<file path="config.mk">
export PLATFORM = sky130hd
export DESIGN_NAME = iq_symbol_mapper
export DESIGN_NICKNAME = d
export VERILOG_FILES = /design/src/rtl/iq_mapper_pkg.sv /design/src/rtl/iq_point_lut.sv /design/src/rtl/iq_symbol_mapper.sv
export SDC_FILE = /design/constraint.sdc
export NUM_CORES = 1
export LEC_CHECK = 0
export CORE_AREA = 5 5 71 73
export DETAILED_ROUTE_END_ITERATION = 10
export DIE_AREA = 0 0 76 78
export MAX_ROUTING_LAYER = met4
export PLACE_DENSITY = 0.8
export SETUP_SLACK_MARGIN = 0.02
export SKIP_CTS_REPAIR_TIMING = 1
export SYNTH_ARGS = -nofsm -noshare
export SYNTH_HDL_FRONTEND = slang
export SYNTH_SLANG_ARGS = --single-unit
</file>
<file path="constraint.sdc">
create_clock -name clk -period 2.09 [get_ports clk]
set_clock_uncertainty 0.15 [all_clocks]
set_input_delay 0.418 -clock clk [delete_from_list [all_inputs] [get_ports clk]]
set_output_delay 0.418 -clock clk [all_outputs]
set_load 0.05 [all_outputs]
</file>
<file path="src/rtl/iq_mapper_pkg.sv">
// Shared types and lookup helpers for the IQ symbol mapper.
// Modulation modes, FSM state encoding and bits-per-symbol lookup.
package iq_mapper_pkg;

    typedef enum logic [1:0] {
        MODE_BPSK  = 2'b00,
        MODE_QPSK  = 2'b01,
        MODE_QAM16 = 2'b10,
        MODE_RSVD  = 2'b11
    } mode_e;

    typedef enum logic {
        ST_IDLE  = 1'b0,
        ST_SHIFT = 1'b1
    } state_e;

    function automatic logic [2:0] bitsPerSymbol(input mode_e m);
        case (m)
            MODE_BPSK:  return 3'd1;
            MODE_QAM16: return 3'd4;
            default:    return 3'd2;
        endcase
    endfunction

    // Index of the final symbol within a byte (8/k - 1).
    function automatic logic [2:0] lastSymbolIndex(input mode_e m);
        case (m)
            MODE_BPSK:  return 3'd7;
            MODE_QAM16: return 3'd1;
            default:    return 3'd3;
        endcase
    endfunction

endpackage

</file>
<file path="src/rtl/iq_point_lut.sv">
// Combinational constellation lookup: the top-aligned symbol bits plus mode
// give the I/Q point. The reserved mode maps like QPSK.
module iq_point_lut
    import iq_mapper_pkg::*;
#(
    parameter int DATA_W = 16,
    parameter int AMP    = 30000
) (
    input  logic        [3:0]        sym_i,
    input  mode_e                    mode_i,
    output logic signed [DATA_W-1:0] i_o,
    output logic signed [DATA_W-1:0] q_o
);

    localparam logic signed [DATA_W-1:0] A3 = DATA_W'(AMP);
    localparam logic signed [DATA_W-1:0] A1 = DATA_W'(AMP / 3);

    // Gray-coded 4-level axis: 00 outer+, 01 inner+, 11 inner-, 10 outer-.
    function automatic logic signed [DATA_W-1:0] axisLevel(input logic [1:0] g);
        case (g)
            2'b00:   return A3;
            2'b01:   return A1;
            2'b11:   return -A1;
            default: return -A3;
        endcase
    endfunction

    always_comb begin
        i_o = '0;
        q_o = '0;
        case (mode_i)
            MODE_BPSK: begin
                i_o = sym_i[3] ? -A3 : A3;
            end
            MODE_QAM16: begin
                i_o = axisLevel(sym_i[3:2]);
                q_o = axisLevel(sym_i[1:0]);
            end
            default: begin
                i_o = sym_i[3] ? -A3 : A3;
                q_o = sym_i[2] ? -A3 : A3;
            end
        endcase
    end

endmodule

</file>
<file path="src/rtl/iq_symbol_mapper.sv">
// Byte-to-IQ symbol mapper with valid/ready handshakes on both sides.
// Optional feature macro: IQ_MAPPER_PHASE_ROT_EN adds a 90-degree-step rotation input.
module iq_symbol_mapper
    import iq_mapper_pkg::*;
#(
    parameter int DATA_W = 16,
    parameter int AMP    = 30000
) (
    input  logic                     clk,
    input  logic                     reset_n,
    input  logic        [1:0]        mode,
`ifdef IQ_MAPPER_PHASE_ROT_EN
    input  logic        [1:0]        rot,
`endif
    input  logic        [7:0]        s_data,
    input  logic                     s_valid,
    output logic                     s_ready,
    output logic signed [DATA_W-1:0] m_i,
    output logic signed [DATA_W-1:0] m_q,
    output logic                     m_valid,
    input  logic                     m_ready,
    output logic                     m_last
);

    state_e                    state_q;
    mode_e                     mode_q;
    logic        [7:0]         buf_q;
    logic        [2:0]         cnt_q;
    logic signed [DATA_W-1:0]  mi_q;
    logic signed [DATA_W-1:0]  mq_q;
    logic                      valid_q;
    logic                      last_q;

    logic                      advance;
    logic                      accept;
    mode_e                     modeIn;
    mode_e                     symMode_d;
    logic        [7:0]         symBits_d;
    logic        [7:0]         bufNext_d;
    logic signed [DATA_W-1:0]  lutI;
    logic signed [DATA_W-1:0]  lutQ;
    logic signed [DATA_W-1:0]  pointI_d;
    logic signed [DATA_W-1:0]  pointQ_d;

    assign advance = valid_q && m_ready;
    assign s_ready = (state_q == ST_IDLE) || (advance && last_q);
    assign accept  = s_valid && s_ready;
    assign modeIn  = mode_e'(mode);

    // A freshly accepted byte is mapped straight from s_data so that a byte
    // taken on the last-symbol edge follows without a bubble.
    assign symMode_d = accept ? modeIn : mode_q;
    assign symBits_d = accept ? s_data : buf_q;
    assign bufNext_d = symBits_d << bitsPerSymbol(symMode_d);

    iq_point_lut #(
        .DATA_W (DATA_W),
        .AMP    (AMP)
    ) u_lut (
        .sym_i  (symBits_d[7:4]),
        .mode_i (symMode_d),
        .i_o    (lutI),
        .q_o    (lutQ)
    );

`ifdef IQ_MAPPER_PHASE_ROT_EN
    logic [1:0] rot_q;
    logic [1:0] rotSel_d;

    assign rotSel_d = accept ? rot : rot_q;

    always_comb begin
        pointI_d = lutI;
        pointQ_d = lutQ;
        case (rotSel_d)
            2'd1: begin
                pointI_d = -lutQ;
                pointQ_d = lutI;
            end
            2'd2: begin
                pointI_d = -lutI;
                pointQ_d = -lutQ;
            end
            2'd3: begin
                pointI_d = lutQ;
                pointQ_d = -lutI;
            end
            default: ;
        endcase
    end

    always_ff @(posedge clk or negedge reset_n) begin
        if (!reset_n) begin
            rot_q <= 2'd0;
        end else if (accept) begin
            rot_q <= rot;
        end
    end
`else
    assign pointI_d = lutI;
    assign pointQ_d = lutQ;
`endif

    // cnt_q counts symbols still waiting in buf_q behind the one on the output.
    always_ff @(posedge clk or negedge reset_n) begin
        if (!reset_n) begin
            state_q <= ST_IDLE;
            mode_q  <= MODE_BPSK;
            buf_q   <= '0;
            cnt_q   <= '0;
            mi_q    <= '0;
            mq_q    <= '0;
            valid_q <= 1'b0;
            last_q  <= 1'b0;
        end else if (accept) begin
            state_q <= ST_SHIFT;
            mode_q  <= modeIn;
            buf_q   <= bufNext_d;
            cnt_q   <= lastSymbolIndex(modeIn);
            mi_q    <= pointI_d;
            mq_q    <= pointQ_d;
            valid_q <= 1'b1;
            last_q  <= 1'b0;
        end else if (advance) begin
            if (last_q) begin
                state_q <= ST_IDLE;
                buf_q   <= '0;
                cnt_q   <= '0;
                valid_q <= 1'b0;
                last_q  <= 1'b0;
            end else begin
                buf_q   <= bufNext_d;
                cnt_q   <= cnt_q - 3'd1;
                mi_q    <= pointI_d;
                mq_q    <= pointQ_d;
                last_q  <= (cnt_q == 3'd1);
            end
        end
    end

    assign m_i     = mi_q;
    assign m_q     = mq_q;
    assign m_valid = valid_q;
    assign m_last  = last_q;

endmodule

</file>
After elaboration in Yosys (flattened, before gate mapping)

Index checks and enable logic that the tools add are counted.

Output and inout port bits: 35
Logic and storage cells: 58
Register bits: 47
Input port bits: 14

Eq/ne operators: 8
Bitwise gates (word level): 1
Add/sub/neg operators: 1
Reduce and logical (&&, ||, !) cells: 12
Muxes and demuxes: 28
Shifts and indexed selects: 1

Operators by type and width:

| operator              | number |
|---|---|
| $mux W16              | 9 |
| $pmux W16 S3          | 2 |
| $mux W8               | 4 |
| $pmux W16 S2          | 1 |
| $pmux W3 S2           | 2 |
| $mux W3               | 3 |
| $eq A2 B2 Y1 const B  | 4 |
| $logic_not A2 Y1      | 4 |
| $shl A8 B3 Y8         | 1 |
| $mux W1               | 6 |
| $eq A2 B1 Y1 const B  | 2 |
| $reduce_and A2 Y1     | 2 |
| $reduce_bool A2 Y1    | 2 |
| $eq A3 B1 Y1 const B  | 1 |
| $logic_and A1 B1 Y1   | 3 |
| $sub A3 B1 Y3 const B | 1 |
| $mux W2               | 1 |
| $ne A2 B1 Y1 const B  | 1 |
| $logic_or A1 B1 Y1    | 1 |
| $not A1 Y1            | 1 |

Depth between registers and ports, before layout

Gate-level depths: netlist (run 1).

Word-level depth: 11
Depth in mapped cells: 6
Mapped depth without buffers: 6

Modules after synthesis

A second synthesis (run 1) with hierarchy kept.

Cells, all modules: 247
Area total of the unflattened synthesis: 2623.8 um^2

By module, submodules not included:

| module           | area each (um^2) | cells an instance | times used | sequential area each (um^2) |
|---|---|---|---|---|
| iq_symbol_mapper | 2214.6           | 192               | 1          | 1176.1 |
| iq_point_lut     | 409.1            | 55                | 1          | 0.0 |

Least setup slack after synthesis (run 1)

OpenSTA, ideal clock, no wires.

Path kind: register to register
Start: register last_q, in the netlist m_last
End: register mq_q[11], in the netlist m_q[11]
Data required time: 1.814 ns
Buffers on the path: 0
Period minus slack after synthesis: 2.160 ns
Arrival: 1.884 ns
Setup slack: -0.070 ns
Cell stages (with the launch flop): 6
Library setup time: 0.126 ns
Cell sequence: dfrtp_1 a21boi_2 inv_2 nand2_1 a311o_1 o32a_1

Word-level cells in the longest chain between the ends: 10
Elaborated cells between the ends (all ways): 19
Those cells by class: eq/ne: 4; mux: 8; reduce/logical: 7

Ends and longest elaborated chain:

| item                                 | RTL line                | text |
|---|---|---|
| start: declaration                   | iq_symbol_mapper.sv:32  | `logic last_q;` |
| start signal: assignment             | iq_symbol_mapper.sv:136 | `last_q <= (cnt_q == 3'd1);` |
| $logic_and A1 B1 Y1 *                | iq_symbol_mapper.sv:46  | `assign s_ready = (state_q == ST_IDLE) \|\| (advance && last_q);` |
| $logic_or A1 B1 Y1 *                 | iq_symbol_mapper.sv:46  |  |
| named net s_ready                    | iq_symbol_mapper.sv:17  | `output logic s_ready,` |
| $logic_and A1 B1 Y1 *                | iq_symbol_mapper.sv:47  | `assign accept = s_valid && s_ready;` |
| $mux W8                              | iq_symbol_mapper.sv:53  | `assign symBits_d = accept ? s_data : buf_q;` |
| $eq A2 B2 Y1 (tied with other cells) | iq_point_lut.sv:20      | `case (g)` |
| $pmux W16 S3                         | iq_point_lut.sv:20      |  |
| $pmux W16 S2                         | iq_point_lut.sv:31      | `case (mode_i)` |
| $mux W16                             | iq_symbol_mapper.sv:125 | `if (last_q) begin` |
| $mux W16                             | iq_symbol_mapper.sv:124 | `end else if (advance) begin` |
| $mux W16                             | iq_symbol_mapper.sv:115 | `end else if (accept) begin` |
| end signal: assignment               | iq_symbol_mapper.sv:121 | `mq_q <= pointQ_d;` |
| end signal: assignment               | iq_symbol_mapper.sv:135 | `mq_q <= pointQ_d;` |
| end: declaration                     | iq_symbol_mapper.sv:30  | `logic signed [DATA_W-1:0] mq_q;` |

The timed path passes the listed nets; every way through them passes the cells marked *. The select of a mux whose other input is x is not followed.
A chain may end at the register's enable or synchronous reset.

Worst setup path after layout (run 1)

Start: register mi_q[9], in the netlist m_i[9]
End: output m_i[9]

RTL lines:

| item                     | RTL line                | text |
|---|---|---|
| start: declaration       | iq_symbol_mapper.sv:29  | `logic signed [DATA_W-1:0] mi_q;` |
| start signal: assignment | iq_symbol_mapper.sv:120 | `mi_q <= pointI_d;` |
| start signal: assignment | iq_symbol_mapper.sv:134 | `mi_q <= pointI_d;` |
| end: declaration         | iq_symbol_mapper.sv:18  | `output logic signed [DATA_W-1:0] m_i,` |

No word-level cell between the ends.

==> impl_metrics.json, run 1 <==
{
  "synthCells": 200,
  "antenna_found_initial": 0,
  "crit_cells": 1,
  "worstReg2RegStart": "m_valid",
  "cts_max_level": 1,
  "synthSimpleGateAreaFrac_pct": 20.0,
  "p_leak_nw": 0.997,
  "diodes": 0,
  "io_buffers": 40,
  "drtIter0Drc": 106,
  "die_area_um2": 5930,
  "async_flop_share_pct": 100,
  "insertion_delay_ns": 0.27,
  "placed_area_um2": 2090,
  "ys.flop_type": "dfrtp_1",
  "period_share_pct": 96.1,
  "outcome": "completed",
  "grt_overflow": 0,
  "r2r_end": "m_q[11]",
  "vias": 1545,
  "yosysSeqAreaShare_pct": 36.7,
  "post-route-util_pct": 50.2,
  "grt_usage_pct": 14.8,
  "via_per_inst": 5.31,
  "fin_crit_ns": 2.01,
  "drive_gt1_share_pct": 23.0,
  "final_hold_viol_count": 0,
  "tightest_slew_ns": 0.558,
  "die_h_um": 78,
  "slowest_delay_ns": 0.80,
  "crit_buf_inv": 1,
  "synth_compound_area_share_pct": 17.3,
  "cp-end-kind": "output port",
  "switching_power_mw": 1.89,
  "cts_root_buffer": "clkbuf_8",
  "avgRoutedWirePerCell_um": 14.4,
  "drc": 0,
  "p_per_area_nw_per_um2": 1630,
  "syn_to_final_growth_pct": 26.3,
  "cp_slowest_cell": "clkdlybuf4s50_1",
  "synth_mux_area_share_pct": 7.63,
  "row_count": 24,
  "start_kind": "flop",
  "io_pins": 49,
  "finalWirelength_um": 4190,
  "finalNetCount": 256,
  "cp_data_required_time_ns": 1.52,
  "dpl.hpwl_um": 3260,
  "ir_drop_v": 0.000540,
  "design_area_um2": 2150,
  "ys_top_cells_by_count": "nand2_1, dfrtp_1, buf_4",
  "maxClockFrequency_mhz": 498,
  "fill_cells": 403,
  "crit_fanout": 2,
  "crit_chain": "clkdlybuf4s50_1",
  "swShare_pct": 53.8,
  "grt_pass1_wl_um": 7110,
  "numCtsBuffers": 3,
  "maxSlewHeadroom_pct": 62.8,
  "yosysTopAreaCell": "dfrtp_1",
  "hold_start": "m_i[4]",
  "synth_cell_types": 48,
  "cpLargestDelayFamily": "buffers and inverters",
  "pwr-share-seq_pct": 27.2,
  "ys.warnings.count": 0,
  "post-place-ws_ns": -0.0908,
  "first_pass_iters": 4,
  "grt_pass1_vias": 1537,
  "grt_setup_unrepaired": "false",
  "start_util_pct": 39.7,
  "die_w_um": 76,
  "synthAdderAreaFrac_pct": 1.47,
  "critPathKind": "reg2out",
  "internal-power_mw": 1.63,
  "ant_nets": 0,
  "synthesis.area_um2": 1710,
  "clockPowerShare_pct": 8.4,
  "grt_max_degree": 26,
  "yosysMostFrequentCell": "nand2_1",
  "fin_total_pwr_mw": 3.52,
  "r2r_slack_ns": 0.23,
  "comb_power_share_pct": 64.4,
  "synth-seq-cells": 25,
  "cts_tree": "done",
  "min-delay-path-class": "reg2reg",
  "core_area_um2": 4290,
  "fin_ws_ns": 0.0809,
  "arrival_ns": 1.44,
  "fin_setup_tns_ns": 0,
  "gp_congestion": 0.882,
  "setup_violations": 0,
  "syn_avg_cell_area_um2": 8.53,
  "clk_pin_slew_ns": 0.09,
  "cap_violations": 0,
  "report.final.slew_viol_count": 0,
  "synthXorXnorAreaFrac_pct": 2.05,
  "synth_top_cell_area_share_pct": 36.7,
  "clk_path_buf_depth": 2,
  "synth_area_leaders": "dfrtp_1, buf_4, mux2i_1",
  "r2r_cells": 5,
  "cp-startpoint": "m_i[9]",
  "synth-edff-count": 0,
  "crit_path_end": "m_i[9]",
  "cts_sinks": 25,
  "synth_top_family_by_area": "simple AND/OR/NAND/NOR gates"
}
==> worst min-delay path by stage <==
stage | to | slack [ns] | cells after the start
after floorplan | buf_q[0] | -0.03 | 0
after global placement | m_i[4] | 0.30 | 1
after detailed placement | m_i[4] | 0.30 | 1
after CTS | m_i[4] | 0.33 | 1
after global routing | m_i[4] | 0.35 | 1
final | m_i[4] | 0.32 | 1
==> metrics by stage <==
stage,std cells,hold slack (ns)
2_1_floorplan,207,-0.0276
3_3_place_gp,285,0.301
3_5_place_dp,285,0.303
4_1_cts,289,0.329
5_1_grt,291,0.354
6_report,291,0.325
==> power groups by stage <==
stage | Sequential, mW | Combinational, mW | Clock [mW]
global route | 0.999 | 2.43 | 0.319
CTS | 0.960 | 2.25 | 0.306
detailed placement | 0.970 | 2.25 | 0
global placement | 0.961 | 2.21 | 0
floorplan | 1.20 | 1.46 | 0
finish | 0.957 | 2.27 | 0.295
==> cell families after synthesis <==
family                     after synthesis
xor gates and xnor gates                 4
other                                    1
adders and majority gates                2
and+or+nand+nor                         70
buffers and inverters                   41
DFF                                     25
AOI/OAI and AO/OA                       44
muxes                                   13
==> cell type report <==
class | count | area [um2] | share of cell area (%)
tap | 52 | 65.1 | 3.02
sequential | 25 | 628 | 29.2
multi-input combinational | 141 | 857 | 39.8
timing repair buffer | 61 | 526 | 24.4
clock inverter | 1 | 7.51 | 0.348
inverter | 8 | 30.0 | 1.39
clock buffer | 3 | 41.3 | 1.92
==> cells in the final DEF (no fill, tap or decap), types with 3 or more instances in the layout <==
cell,n
buf_4,43
nand2_1,27
dfrtp_1,23
nor2_1,16
clkdlybuf4s50_1,15
mux2i_1,13
o21ai_0,10
a21oi_1,9
conb_1,8
o211ai_1,6
inv_1,5
nand2b_1,4
nor2b_1,4
xor2_1,4
inv_2,3
nand3b_1,3
clkbuf_8,3
==> sequential cells by signal, indices dropped and copies added, names as in the netlist <==
register,flops
m_last,1
m_i,5
mode_q,2
m_valid,1
cnt_q,3
buf_q,8
m_q,5
==> metal layers <==
metal	part of all wire (%)	up-vias	GRT usage (%)
met3	7.1	6	4.40
met1	43	743	17.5
met2	49	54	24.7
met4	1.1	0	3.91
met5	0	-	-
li1	-	742	-
Note: power is estimated with default switching activity, not from simulation.
==> inputs of run 2 (changes only) <==
--- a/config.mk
+++ b/config.mk
@@ -5,11 +5,11 @@
 export SDC_FILE = /design/constraint.sdc
 export NUM_CORES = 1
 export LEC_CHECK = 0
-export CORE_AREA = 5 5 71 73
+export CORE_AREA = 5 5 66 68
 export DETAILED_ROUTE_END_ITERATION = 10
-export DIE_AREA = 0 0 76 78
+export DIE_AREA = 0 0 71 73
 export MAX_ROUTING_LAYER = met4
-export PLACE_DENSITY = 0.8
+export PLACE_DENSITY = 0.9
 export SETUP_SLACK_MARGIN = 0.02
 export SKIP_CTS_REPAIR_TIMING = 1
 export SYNTH_ARGS = -nofsm -noshare
==> run 2 against run 1 <==
Cell count is 1.4% lower. Flip-flop and latch count stayed put. Final area is 1.0% lower. Routed wire length is 2.5% lower. Via count is 0.78% higher.
==> impl_metrics.json, run 2 (same netlist as run 1, synthesis figures left out) <==
{
  "dpl.hpwl_um": 3150,
  "p_per_area_nw_per_um2": 1640,
  "start_kind": "flop",
  "antenna_found_initial": 0,
  "grt_usage_pct": 16.0,
  "avgRoutedWirePerCell_um": 14.2,
  "crit_chain": "clkdlybuf4s50_1",
  "via_per_inst": 5.43,
  "io_buffers": 40,
  "row_count": 23,
  "cpLargestDelayFamily": "buffers and inverters",
  "outcome": "completed",
  "die_area_um2": 5180,
  "cap_violations": 0,
  "drtIter0Drc": 119,
  "crit_buf_inv": 1,
  "period_share_pct": 95.9,
  "arrival_ns": 1.44,
  "fill_cells": 352,
  "cp_data_required_time_ns": 1.52,
  "top_register": "buf_q",
  "grt_pass1_vias": 1402,
  "start_util_pct": 44.9,
  "fin_cells": 287,
  "fin_setup_tns_ns": 0,
  "whs_ns": 0.324,
  "min-delay-path-class": "reg2reg",
  "most-common-layout-cells": "buf_4, nand2_1, dfrtp_1",
  "cts_max_level": 1,
  "clk_pin_slew_ns": 0.09,
  "cp_slowest_cell": "clkdlybuf4s50_1",
  "fin_ws_ns": 0.0861,
  "cp-end-kind": "output port",
  "numCtsBuffers": 3,
  "syn_to_final_growth_pct": 25.0,
  "grt_setup_unrepaired": "false",
  "grt_overflow": 0,
  "cts_tree": "done",
  "tightest_slew_ns": 0.522,
  "final_hold_viol_count": 0,
  "layout_commonest_cell": "buf_4",
  "dp.cells": 282,
  "first_pass_iters": 4,
  "setup_violations": 0,
  "grt_max_degree": 26,
  "finalWirelength_um": 4080,
  "post-place-ws_ns": -0.110,
  "post-route-util_pct": 56.1,
  "r2r_slack_ns": 0.24,
  "ir_drop_v": 0.000492,
  "maxClockFrequency_mhz": 499,
  "crit_fanout": 2,
  "cts_root_buffer": "clkbuf_8",
  "io_pins": 49,
  "die_w_um": 71,
  "grt_pass1_wl_um": 6520,
  "vias": 1557,
  "maxSlewHeadroom_pct": 65.2,
  "drc": 0,
  "slowest_delay_ns": 0.80,
  "core_area_um2": 3800,
  "cts_sinks": 25,
  "diodes": 0,
  "clk_path_buf_depth": 2,
  "finalNetCount": 254,
  "fin_crit_ns": 2.00,
  "p_leak_nw": 0.992,
  "die_h_um": 73,
  "critPathKind": "reg2out",
  "report.final.slew_viol_count": 0,
  "insertion_delay_ns": 0.27,
  "ant_nets": 0,
  "gp_congestion": 0.978,
  "largest_reg_flops": 8,
  "drive_gt1_share_pct": 22.4
}
## run 2: changes by cell type in the layout (fill, tap and decap cells not counted), sizes merged
| cell | previous run | this run |
|---|---|---|
| buf | 45 | 43 |
## run 2: through the flow
stage	power, mW	instance area (um2)
detailed placement	3.20	2070
finish	3.50	2130
global placement	3.14	2070
CTS	3.49	2110
global route	3.68	2130
floorplan	2.66	1730
## run 2: final cells by class
class / count / area (um2) / share of cell area, %
tap: 50 / 62.6 / 2.93
multi-input combinational: 141 / 865 / 40.6
timing repair buffer: 59 / 498 / 23.4
inverter: 8 / 30.0 / 1.41
sequential: 25 / 628 / 29.5
clock buffer: 3 / 41.3 / 1.94
clock inverter: 1 / 7.51 / 0.352
## run 2: where the power goes
| part | switching (mW) | internal (mW) |
|---|---|---|
| Sequential | 0.287 | 0.684 |
| Clock | 0.160 | 0.135 |
| Combinational | 1.45 | 0.789 |
## run 2: per-layer routing
| layer | global-route usage, % | part of all wire [%] | up-vias |
|---|---|---|---|
| met5 | - | 0 | - |
| met4 | 4.18 | 0.81 | 0 |
| met3 | 2.34 | 8.6 | 4 |
| met2 | 26.5 | 50 | 69 |
| met1 | 20.8 | 41 | 746 |
| li1 | - | - | 738 |
## run 2: path summary, 6_finish.rpt
path | endpoint | from | depth (start not counted)
max in group asynchronous | m_last | reset_n | 2
setup reg to reg | m_q[11] | m_last | 4
min in group asynchronous | m_i[4] | reset_n | 2
setup / recovery | m_i[9] | m_i[9] | 1
hold reg to reg | m_i[4] | m_i[4] | 1
hold / removal | m_i[4] | m_i[4] | 1
